## config.mk

```make
export PLATFORM = sky130hd
export DESIGN_NAME = boot_loader
export DESIGN_NICKNAME = d
export VERILOG_FILES = /design/src/rtl/boot_loader.sv
export SDC_FILE = /design/constraint.sdc
export NUM_CORES = 1
export LEC_CHECK = 0
export CAP_MARGIN = 30
export CELL_PAD_IN_SITES_DETAIL_PLACEMENT = 0
export CELL_PAD_IN_SITES_GLOBAL_PLACEMENT = 1
export CORE_ASPECT_RATIO = 1.4
export CORE_MARGIN = 2
export CORE_UTILIZATION = 41
export CTS_CLUSTER_DIAMETER = 100
export DETAILED_ROUTE_END_ITERATION = 12
export PLACE_DENSITY = 0.94
export SLEW_MARGIN = 10
export SYNTH_ARGS = -nofsm -noshare
export SYNTH_HDL_FRONTEND = slang
export SYNTH_SLANG_ARGS = --single-unit
```

## constraint.sdc

```tcl
create_clock -name clk -period 7.5 [get_ports clk]
set_clock_uncertainty 0.15 [all_clocks]
set_input_delay 1.5 -clock clk [delete_from_list [all_inputs] [get_ports clk]]
set_output_delay 1.5 -clock clk [all_outputs]
set_load 0.05 [all_outputs]
```

## src/rtl/boot_loader.sv

```systemverilog
// Byte-stream boot loader: assembles big-endian 32-bit words and writes them into CPU instruction memory.
// Optional trailing XOR checksum byte enabled by defining BOOT_LOADER_CHECKSUM_EN.
module boot_loader #(
   parameter int MAX_WORDS = 256,
   parameter int ADDR_W    = 32
) (
   input  logic              clk,
   input  logic              rst,
   input  logic              byte_valid,
   input  logic [7:0]        byte_data,
   output logic              byte_ready,
   output logic              initialize,
   output logic [ADDR_W-1:0] instruction_initialize_address,
   output logic [31:0]       instruction_initialize_data,
   output logic              cpu_rst,
   output logic              done,
   output logic              error,
   output logic [15:0]       words_loaded
);

   // A byte moves on a rising edge only when byte_valid and byte_ready are both high;
   // byte_ready depends on the state alone, never on byte_valid.
   typedef enum logic [2:0] {
      CNT_HI,
      CNT_LO,
      DATA,
      HOLD,
`ifdef BOOT_LOADER_CHECKSUM_EN
      CHK,
`endif
      DONE,
      ERR
   } state_t;

   localparam logic [16:0] MAX_N = 17'(MAX_WORDS);

   state_t      state;
   logic [7:0]  cnt_hi_q;
   logic [15:0] total_q;
   logic [1:0]  byte_idx;
   logic [23:0] asm_q;
`ifdef BOOT_LOADER_CHECKSUM_EN
   logic [7:0]  xor_q;
`endif

   logic              take;
   logic [15:0]       count_n;
   logic              last_word;
   logic [ADDR_W-1:0] word_addr;

   assign take      = byte_valid && byte_ready;
   assign count_n   = {cnt_hi_q, byte_data};
   assign last_word = (words_loaded + 16'd1) == total_q;
   // Byte address of the word currently completing; wraps naturally at 2^ADDR_W.
   assign word_addr = ADDR_W'({words_loaded, 2'b00});

   assign byte_ready = (state == CNT_HI) || (state == CNT_LO) || (state == DATA)
`ifdef BOOT_LOADER_CHECKSUM_EN
                       || (state == CHK)
`endif
                       ;

   always_ff @(posedge clk) begin
      if (rst) begin
         state                          <= CNT_HI;
         cnt_hi_q                       <= 8'd0;
         total_q                        <= 16'd0;
         byte_idx                       <= 2'd0;
         asm_q                          <= 24'd0;
`ifdef BOOT_LOADER_CHECKSUM_EN
         xor_q                          <= 8'd0;
`endif
         initialize                     <= 1'b1;
         cpu_rst                        <= 1'b1;
         instruction_initialize_address <= '0;
         instruction_initialize_data    <= 32'd0;
         done                           <= 1'b0;
         error                          <= 1'b0;
         words_loaded                   <= 16'd0;
      end else begin
         case (state)
            CNT_HI: begin
               if (take) begin
                  cnt_hi_q <= byte_data;
                  state    <= CNT_LO;
               end
            end
            CNT_LO: begin
               if (take) begin
                  total_q  <= count_n;
                  byte_idx <= 2'd0;
                  if ({1'b0, count_n} > MAX_N) begin
                     state <= ERR;
                     error <= 1'b1;
                  end else if (count_n == 16'd0) begin
                     state <= HOLD;
                  end else begin
                     state <= DATA;
                  end
               end
            end
            DATA: begin
               if (take) begin
                  byte_idx <= byte_idx + 2'd1;
                  asm_q    <= {asm_q[15:0], byte_data};
`ifdef BOOT_LOADER_CHECKSUM_EN
                  xor_q    <= xor_q ^ byte_data;
`endif
                  // Outputs move only when the fourth byte completes a word.
                  if (byte_idx == 2'd3) begin
                     instruction_initialize_data    <= {asm_q, byte_data};
                     instruction_initialize_address <= word_addr;
                     words_loaded                   <= words_loaded + 16'd1;
                     if (last_word) state <= HOLD;
                  end
               end
            end
            HOLD: begin
`ifdef BOOT_LOADER_CHECKSUM_EN
               state      <= CHK;
`else
               state      <= DONE;
               initialize <= 1'b0;
               cpu_rst    <= 1'b0;
               done       <= 1'b1;
`endif
            end
`ifdef BOOT_LOADER_CHECKSUM_EN
            CHK: begin
               if (take) begin
                  if (byte_data == xor_q) begin
                     state      <= DONE;
                     initialize <= 1'b0;
                     cpu_rst    <= 1'b0;
                     done       <= 1'b1;
                  end else begin
                     state <= ERR;
                     error <= 1'b1;
                  end
               end
            end
`endif
            DONE: state <= DONE;
            ERR:  state <= ERR;
            default: begin
               state <= ERR;
               error <= 1'b1;
            end
         endcase
      end
   end

endmodule

```

* Yosys cells after proc, flatten, opt, wreduce, memory -nomap -nowiden *
Cells that the tools add are included.

word-level totals
  register bits = 120
  output and inout bits = 85
  logic and storage cells = 57
  input bits = 11

operators by class
  equal/unequal tests = 13
  magnitude comparators = 1
  muxes and demuxes = 14
  bitwise operators = 1
  $add $sub $neg = 2
  reduce and logical (&&, ||, !) cells = 15

operators with widths
  cell                     count
  $mux W3                  6
  $add A16 B1 Y16 const B  1
  $eq A16 B16 Y1           1
  $gt A16 B9 Y1 const B    1
  $logic_not A16 Y1        1
  $pmux W3 S4              1
  $reduce_and A3 Y1        3
  $ne A2 B2 Y1 const B     4
  $eq A3 B2 Y1 const B     2
  $eq A3 B3 Y1 const B     2
  $reduce_and A2 Y1        3
  $reduce_and A5 Y1        1
  $reduce_or A5 Y1         1
  $mux W2                  2
  $ne A2 B1 Y1 const B     2
  $pmux W2 S2              1
  $eq A3 B1 Y1 const B     1
  $logic_not A3 Y1         1
  $mux W1                  3
  $add A2 B1 Y2 const B    1
  $eq A2 B2 Y1 const B     1
  $logic_or A1 B1 Y1       2
  $pmux W1 S2              1
  $reduce_bool A2 Y1       1
  other kinds (3)          3

* Longest topological paths before layout *
Gate-level depths: netlist of the first run.

  depth after elaboration = 6
  gate-level depth with buffers = 8

* Least setup slack after synthesis of the first run *
No wires, ideal clock.

  path type = input -> register
  from = input byte_valid
  to = register instruction_initialize_address[2]
  library setup time = 0.070 ns
  buffers on the path = 4
  data required time = 7.280 ns
  slack = 4.474 ns
  arrival = 2.806 ns
  cell stages on the path = 8
  path through = nor4bb_1 > clkbuf_1 > and2_1 > clkbuf_1 > buf_2 > buf_2 > nand2_1 > a21oi_1

on the way
  cells in the longest elaborated chain, start to end = 2

ends and longest elaborated chain
  item                                RTL line  text
  from (decl)                         9         input logic byte_valid,
  $logic_and A1 B1 Y1                 51        assign take = byte_valid && byte_ready;
  $reduce_and A3 Y1 (no source line)  n/a
  to (signal assigned)                112       instruction_initialize_address <= word_addr;
  to (decl)                           13        output logic [ADDR_W-1:0] instruction_initialize_address,

Every way passes these cells.
A chain may end at the register's enable or synchronous reset.

* Worst setup path after layout of the first run *
  from = input byte_valid
  to = register words_loaded[12]

on the way
  cells in the longest elaborated chain, start to end = 2

ends and longest elaborated chain
  item                                RTL line  text
  $logic_and A1 B1 Y1                 51
  $reduce_and A3 Y1 (no source line)  n/a
  to (signal assigned)                113       words_loaded <= words_loaded + 16'd1;
  to (decl)                           18        output logic [15:0] words_loaded

Every way passes these cells.

==> results of run 1 <==
==> layer usage <==
layer  vias up  share of wire
met5         -              0
met4         0          0.020
met3        18          0.050
met2       115           0.48
met1      2084           0.45
li1       2291              -
==> state kept, by name (all words and copies together) (netlist names) <==
| name | cells |
|---|---|
| error | 1 |
| words_loaded | 16 |
| cpu_rst | 1 |
| state | 3 |
| instruction_initialize_address | 16 |
| done | 1 |
| asm_q | 24 |
| total_q | 16 |
| cnt_hi_q | 8 |
| byte_idx | 2 |
| instruction_initialize_data | 32 |
==> worst register-to-register path, stage by stage, from the launching register on <==
cell and delay (ps):
dfxtp_1 560, nor4bb_4 350, buf_4 330, and2_2 200, buf_4 480, nand3_1 270, nor2_1 190, xnor2_1 140
nor2_1 50
==> cells in the final DEF (no fill, tap or decap), types with 5 or more instances in the layout <==
cell type / instances
nand2_1: 213
dfxtp_1: 120
a21oi_1: 107
clkdlybuf4s50_1: 78
nor2_1: 29
xnor2_1: 18
clkbuf_16: 17
conb_1: 16
xor2_1: 11
nand4_1: 9
nand3_1: 9
nand2b_1: 8
o21ai_0: 7
nor4_1: 7
nor3_1: 6
buf_4: 5
==> per-stage QoR <==
stage	cells	area, um^2
after detailed placement	848	5910
after global routing	879	6540
after floorplan	677	5240
after global placement	848	5910
after CTS	877	6510
final	879	6540
==> cell families after synthesis <==
logic type | synth area share
other | 0.000724
AND/OR/NAND/NOR | 0.264
buffers and inverters | 0.0703
adder cells (fa/ha/maj) | 0.00483
XOR/XNOR | 0.0490
AO/OA/AOI/OAI | 0.143
flip-flops | 0.464
multiplexers | 0.00435
==> cell type report <==
class | instances | area (um^2) | share of cell area
inverters | 4 | 15.0 | 0.00230
clock buffers | 21 | 480 | 0.0735
well taps | 150 | 188 | 0.0287
multi-input cells | 492 | 2490 | 0.381
repair buffers | 84 | 838 | 0.128
clock inverters | 8 | 121 | 0.0186
flip-flops and latches | 120 | 2400 | 0.368
==> worst min path at each step <==
stage                                             startpoint                                 end  slack [ps]  cells after the start
after floorplan                                    asm_q[16]     instruction_initialize_data[24]         280                      2
after global placement    instruction_initialize_address[16]  instruction_initialize_address[16]         290                      2
after detailed placement                           asm_q[21]     instruction_initialize_data[29]         300                      2
after CTS                                          asm_q[21]     instruction_initialize_data[29]         300                      2
after global routing                               asm_q[20]                           asm_q[20]         320                      2
final                                              asm_q[21]     instruction_initialize_data[29]         300                      2
==> power groups by stage <==
stage / clock network, uW / registers, uW / logic, uW
CTS: 831 / 663 / 102
floorplan: 0 / 672 / 85.1
finish: 816 / 664 / 104
global route: 859 / 665 / 112
global placement: 0 / 676 / 100
detailed placement: 0 / 677 / 102
==> impl_metrics.tcl, run 1 <==
set metrics [dict create \
    status "finished clean" \
    cp_data_arrival_time_ps 3940 \
    root_buffer "clkbuf_16" \
    cts-resized-gates 0 \
    worstSetupPathType "in2reg" \
    fin_setup_tns_ps 0 \
    yosys.area.top_type "dfxtp_1" \
    hold_class "reg2reg" \
    grt_pass1_wl_um 19900 \
    synth_top_cell_area_share 0.464 \
    layout_min_cycle_time_ps 3800 \
    rr_startpoint "state[1]" \
    holdBufCountCts 0 \
    start_util 0.421 \
    placementRows 48 \
    ys_seq_area_frac 0.464 \
    detail_route.iter0.violations 164 \
    grtUsageMet3 0.0470 \
    slowest_delay_ps 560 \
    drive_above_1_share 0.0658 \
    yosysWarnings 0 \
    setup_viol 0 \
    clockBufferDepth 2 \
    ys_top_cells_by_area "dfxtp_1 (46%), nand2_1 (15%), a21oi_1 (10%)" \
    cts_setup_buffers 0 \
    final-max-slew-violation-count 0 \
    via_per_inst 5.13 \
    die-height_um 137 \
    required_ps 7640 \
    postSynthAreaPerCell_um2 7.83 \
    r2r_slack_ps 4660 \
    pwr-share-comb 0.065 \
    swShare 0.223 \
    routed_wirelength_um 12400 \
    antenna_left 0 \
    crit_buf_inv 3 \
    reg2reg_depth 8 \
    first_pass_iters 5 \
    syn_area_um2 5180 \
    track_usage 0.183 \
    gr-total-overflow 0 \
    area_growth_pct 26.1 \
    worstSetupPathDepth 9 \
    crit_end "words_loaded[12]" \
    antenna_found_initial 0 \
    core_area_um2 12300 \
    drc_errors 0 \
    ys.flop_type "dfxtp_1" \
    fmax_ghz 0.263 \
    async_reset_ff_frac 0 \
    cap_viol_max_count 0 \
    synth-seq-cells 120 \
    die-area_um2 13600 \
    routed-via-count 4508 \
    met1_usage 0.228 \
    p_per_area_nw_per_um2 242 \
    worst_slew_pin_slew_ps 891 \
    htreeDepth 4 \
    clock_latency_ps 410 \
    io_pins 96 \
    crit_start "byte_valid" \
    timing.final.ws_setup_ps 3700 \
    crit_family "buffers and inverters" \
    fp.dieW_um 99.0 \
    grt_pass1_vias 4172 \
    clkSlewWorstSetupHoldPaths_ps 50 \
    hold_viol 0 \
    numCtsBuffers 17 \
    grt_max_degree 90 \
    synth.most_common_cell "nand2_1" \
    finish.utilization 0.531 \
    worstSetupStartpointType "input pin" \
    holdWs_ps 299 \
    antenna_cells 0 \
    met2_usage 0.300 \
    end_kind "register" \
    place_congestion 0.859 \
    grt-busiest-layer "met2" \
    cp_cell_sequence "clkdlybuf4s50_1 -> nor4bb_4 -> buf_4 -> and2_2 -> buf_4 -> nand3_1 -> nor2_1 -> xnor2_1 -> nor2_1" \
    fillCellCount 1190 \
    portBuffers 79 \
    p_total_uw 1580 \
    p_sw_uw 353 \
    cp_max_fo 59 \
    wire_per_inst_um 14.1 \
    rsz0062_at_grt "false" \
    layout.nets 732 \
    worstReg2RegEnd "words_loaded[12]" \
    p_clk_frac 0.515 \
    maxSlewHeadroom 0.406 \
    place_ws_ps 3210 \
    yosysUniqueCellTypes 51 \
    leakage_uw 0.00217 \
    crit_slowest_cell "clkdlybuf4s50_1" \
    synth-edff-count 0 \
    dp_hpwl_um 8470 \
    p_int_uw 1230 \
    synthCells 662 \
    period_share 0.506 \
    ir_worst_vdd_v 0.000148 \
    synthTopCellsByCount "nand2_1 (214), dfxtp_1 (120), a21oi_1 (107)" \
    clock_sinks 120 \
    seqPwrFrac 0.419 \
    cts_tree "done" \
]
Note: power is estimated with default switching activity, not from simulation.
==> run 2: changes to the inputs <==
--- a/config.mk
+++ b/config.mk
@@ -10,10 +10,10 @@
 export CELL_PAD_IN_SITES_GLOBAL_PLACEMENT = 1
 export CORE_ASPECT_RATIO = 1.4
 export CORE_MARGIN = 2
-export CORE_UTILIZATION = 41
+export CORE_UTILIZATION = 38
 export CTS_CLUSTER_DIAMETER = 100
 export DETAILED_ROUTE_END_ITERATION = 12
-export PLACE_DENSITY = 0.94
+export PLACE_DENSITY = 0.88
 export SLEW_MARGIN = 10
 export SYNTH_ARGS = -nofsm -noshare
 export SYNTH_HDL_FRONTEND = slang
==> constraint.sdc (replaced) <==
create_clock -name clk -period 3.6 [get_ports clk]
set_clock_uncertainty 0.15 [all_clocks]
set_input_delay 0.72 -clock clk [delete_from_list [all_inputs] [get_ports clk]]
set_output_delay 0.72 -clock clk [all_outputs]
set_load 0.05 [all_outputs]
==> impl_metrics.tcl, run 2 (same netlist as run 1, synthesis figures left out) <==
set metrics [dict create \
    grt_pass1_wl_um 20800 \
    crit_buf_inv 1 \
    fin_setup_tns_ps 0 \
    detail_route.iter0.violations 213 \
    die-height_um 142 \
    fillCellCount 1300 \
    antenna_found_initial 0 \
    cts_setup_buffers 0 \
    antenna_cells 0 \
    largest_reg_flops 32 \
    clock_sinks 120 \
    first_pass_iters 4 \
    cts-resized-gates 0 \
    drc_errors 0 \
    worst_slew_pin_slew_ps 876 \
    holdBufCountCts 0 \
    p_per_area_nw_per_um2 504 \
    cp_max_fo 11 \
    crit_slowest_cell "clkdlybuf4s50_1" \
    grt_pass1_vias 4257 \
    area_growth_pct 27.1 \
    clkSlewWorstSetupHoldPaths_ps 60 \
    reg2reg_depth 7 \
    fp.dieW_um 103 \
    dp_hpwl_um 8570 \
    worstHoldStart "asm_q[16]" \
    hold_path_end "instruction_initialize_data[24]" \
    maxSlewHeadroom 0.414 \
    timing.final.ws_setup_ps 811 \
    start_util 0.389 \
    ir_worst_vdd_v 0.000309 \
    core_area_um2 13300 \
    cap_viol_max_count 0 \
    multi_input_area_um2 2490 \
    wire_per_inst_um 14.0 \
    regMostFlops "instruction_initialize_data" \
    clock_latency_ps 410 \
    portBuffers 79 \
    reg_top3 "instruction_initialize_data x32, asm_q x24" \
    worstReg2RegEnd "state[0]" \
    slowest_delay_ps 900 \
    cp_cell_sequence "clkdlybuf4s50_1" \
    end_kind "output port" \
    place_congestion 0.899 \
    holdWs_ps 299 \
    period_share 0.775 \
    drive_above_1_share 0.0695 \
    rr_startpoint "words_loaded[1]" \
    via_per_inst 5.02 \
    hold_viol 0 \
    layout.nets 734 \
    status "finished clean" \
    leakage_uw 0.00216 \
    hold_depth 2 \
    placementRows 50 \
    required_ps 2730 \
    seq_area_um2 2400 \
    place_ws_ps 535 \
    worstSetupPathDepth 1 \
    setup_viol 0 \
    r2r_slack_ps 850 \
    worstSetupPathType "reg2out" \
    cp_data_arrival_time_ps 1920 \
    fmax_ghz 0.359 \
    worstSetupStartpointType "register" \
    die-area_um2 14600 \
    mostFrequentLayoutCells "nand2_1 (213), dfxtp_1 (120), a21oi_1 (107), clkdlybuf4s50_1 (78), nor2_1 (29)" \
    routed-via-count 4600 \
    clockBufferDepth 2 \
    rsz0062_at_grt "false" \
    numCtsBuffers 17 \
    cts_tree "done" \
    io_pins 96 \
    htreeDepth 4 \
    final-max-slew-violation-count 0 \
    hold_class "reg2reg" \
    grt_max_degree 75 \
    root_buffer "clkbuf_16" \
    gr-total-overflow 0 \
    crit_family "buffers and inverters" \
    track_usage 0.182 \
    routed_wirelength_um 12800 \
    layout_min_cycle_time_ps 2790 \
    antenna_left 0 \
    final_common_cell "nand2_1" \
]
run 2: changes by cell type in the layout (fill, tap and decap cells not counted):
cell	previous run	this run
buf_12	1	0
clkinv_2	3	2
buf_4	5	8
clkinvlp_4	1	4
clkbuf_1	0	2
clkbuf_8	4	2
clkinv_4	1	2
run 2: layout make-up:
cell class	count	area share
Multi-Input combinational cell	492	0.378
Sequential cell	120	0.365
Timing Repair Buffer	86	0.128
Clock buffer	21	0.0699
Tap cell	182	0.0346
Clock inverter	11	0.0224
Inverter	4	0.00228
run 2: power breakdown:
part | switching (uW) | total [uW] | leakage [uW] | internal (uW)
clock | 599 | 1720 | 0.000285 | 1120
sequential | 31.1 | 1380 | 0.000968 | 1350
combinational | 149 | 215 | 0.000909 | 65.0
run 2: stage by stage:
stage	total power (uW)	area [um^2]	cells	util
finish	3320	6590	916	0.494
CTS	3350	6590	916	0.494
global placement	1620	5980	884	0.449
detailed placement	1620	5980	884	0.449
global route	3430	6590	916	0.494
floorplan	1580	5240	677	-
run 2: worst max path at each step:
stage | to | slack, ps | start
after global placement | instruction_initialize_data[17] | 600 | byte_valid
final | words_loaded[3] | 810 | words_loaded[3]
after detailed placement | instruction_initialize_data[9] | 530 | byte_valid
after global routing | state[0] | 720 | words_loaded[1]
after floorplan | state[0] | 780 | words_loaded[0]
after CTS | words_loaded[3] | 800 | words_loaded[3]
run 2: routing by layer:
metal,GRT usage,routed length (um),vias to the layer above
met5,0,0,-
li1,-,-,2289
met3,0.0506,550,13
met4,0.0688,277,0
met2,0.291,6130,124
met1,0.233,5860,2174
==> run 3: changes to the inputs <==
--- a/config.mk
+++ b/config.mk
@@ -10,10 +10,10 @@
 export CELL_PAD_IN_SITES_GLOBAL_PLACEMENT = 1
 export CORE_ASPECT_RATIO = 1.4
 export CORE_MARGIN = 2
-export CORE_UTILIZATION = 38
+export CORE_UTILIZATION = 34
 export CTS_CLUSTER_DIAMETER = 100
 export DETAILED_ROUTE_END_ITERATION = 12
-export PLACE_DENSITY = 0.88
+export PLACE_DENSITY = 0.84
 export SLEW_MARGIN = 10
 export SYNTH_ARGS = -nofsm -noshare
 export SYNTH_HDL_FRONTEND = slang
==> constraint.sdc (replaced) <==
create_clock -name clk -period 2.5 [get_ports clk]
set_clock_uncertainty 0.15 [all_clocks]
set_input_delay 0.5 -clock clk [delete_from_list [all_inputs] [get_ports clk]]
set_output_delay 0.5 -clock clk [all_outputs]
set_load 0.05 [all_outputs]
==> impl_metrics.tcl, run 3 (same netlist as run 1, synthesis figures left out) <==
set metrics [dict create \
    final-max-slew-violation-count 0 \
    ir_worst_vdd_v 0.000432 \
    leakage_uw 0.00237 \
    clkSlewWorstSetupHoldPaths_ps 60 \
    cts_setup_buffers 0 \
    worstSetupStartpointType "register" \
    core_area_um2 15000 \
    rsz0062_at_grt "false" \
    worstHoldStart "instruction_initialize_address[6]" \
    cap_viol_max_count 0 \
    hold_path_end "instruction_initialize_address[6]" \
    htreeDepth 4 \
    mostFrequentLayoutCells "nand2_1 (213), dfxtp_1 (116), a21oi_1 (107), clkdlybuf4s50_1 (75), buf_4 (43)" \
    portBuffers 79 \
    setup_viol 0 \
    cp_cell_sequence "clkdlybuf4s50_1" \
    routed_wirelength_um 13500 \
    r2r_slack_ps 160 \
    regMostFlops "instruction_initialize_data" \
    antenna_found_initial 0 \
    dp_hpwl_um 9300 \
    required_ps 1850 \
    finish.utilization 0.462 \
    fp.dieW_um 108 \
    clock_sinks 120 \
    status "finished clean" \
    drive_above_1_share 0.125 \
    track_usage 0.175 \
    cp_data_arrival_time_ps 1760 \
    crit_family "buffers and inverters" \
    hold_depth 2 \
    slowest_delay_ps 860 \
    maxSlewHeadroom 0.607 \
    layout_min_cycle_time_ps 2410 \
    crit_slowest_cell "clkdlybuf4s50_1" \
    io_pins 96 \
    via_per_inst 4.83 \
    layout.nets 769 \
    grt_pass1_vias 4417 \
    wire_per_inst_um 14.0 \
    die-area_um2 16300 \
    grt_pass1_wl_um 21800 \
    period_share 0.964 \
    die-height_um 150 \
    clock_latency_ps 420 \
    worst_slew_pin_slew_ps 589 \
    worstSetupPathType "reg2out" \
    first_pass_iters 4 \
    detail_route.iter0.violations 256 \
    place_congestion 0.886 \
    cp_max_fo 7 \
    clockBufferDepth 2 \
    gr-total-overflow 0 \
    start_util 0.346 \
    largest_reg_flops 32 \
    rr_startpoint "words_loaded[1]" \
    area_growth_pct 33.5 \
    worstSetupPathDepth 1 \
    fmax_ghz 0.415 \
    fin_setup_tns_ps 0 \
    worstReg2RegEnd "state[0]" \
    reg_top3 "instruction_initialize_data x32, asm_q x24" \
    grt_max_degree 120 \
    hold_class "reg2reg" \
    drc_errors 0 \
    fillCellCount 1520 \
    numCtsBuffers 17 \
    hold_viol 0 \
    antenna_left 0 \
    crit_buf_inv 1 \
    cts_tree "done" \
    root_buffer "clkbuf_16" \
    final_common_cell "nand2_1" \
    antenna_cells 0 \
    routed-via-count 4645 \
    p_per_area_nw_per_um2 706 \
    reg2reg_depth 7 \
    end_kind "output port" \
    placementRows 53 \
]
[run 3: worst max path at each step]
stage,start,endpoint,slack (ps)
global route,words_loaded[12],words_loaded[12],30
CTS,words_loaded[12],words_loaded[12],60
finish,words_loaded[12],words_loaded[12],90
global placement,byte_data[0],state[0],60
floorplan,words_loaded[3],state[0],20
detailed placement,byte_data[7],state[0],20
[run 3: power breakdown]
| part | total (uW) | internal, uW | switching (uW) |
|---|---|---|---|
| Combinational | 349 | 119 | 230 |
| Sequential | 1980 | 1940 | 35.4 |
| Clock | 2550 | 1580 | 974 |
| Total | 4880 | 3640 | 1240 |
[run 3: per-layer routing]
metal  vias to the layer above  wire length, um  global-route usage  part of all wire
li1                       2364                -                   -                 -
met1                      2157             5590               0.194              0.41
met2                        98             7090               0.316              0.53
met3                        26              499              0.0440             0.037
met4                         0              324              0.0737             0.024
met5                         -                0                   0                 0
[run 3: what timing repair did]
item	4_1_cts	5_1_grt
gates cloned	0	0
endpoints found under the setup margin	1	1
hold buffers	0	0
gates resized for setup	1	3
[run 3: layout make-up]
type,count,area [um^2],area share
Multi-Input combinational cell,492,2510,0.363
Tap cell,192,240,0.0347
Clock buffer,19,464,0.0671
Inverter,4,15.0,0.00217
Sequential cell,120,2410,0.349
Timing Repair Buffer,121,1120,0.162
Clock inverter,13,155,0.0224
[run 3: stage by stage]
step	total power (uW)	hold slack (ps)	area [um^2]	std cells	setup WS [ps]
floorplan	2270	282	5250	677	18.9
global placement	2370	291	6280	929	57.2
detailed placement	2370	296	6280	929	17.2
CTS	4930	305	6900	961	59.6
global route	5040	323	6920	961	31.1
finish	4880	302	6920	961	89.8
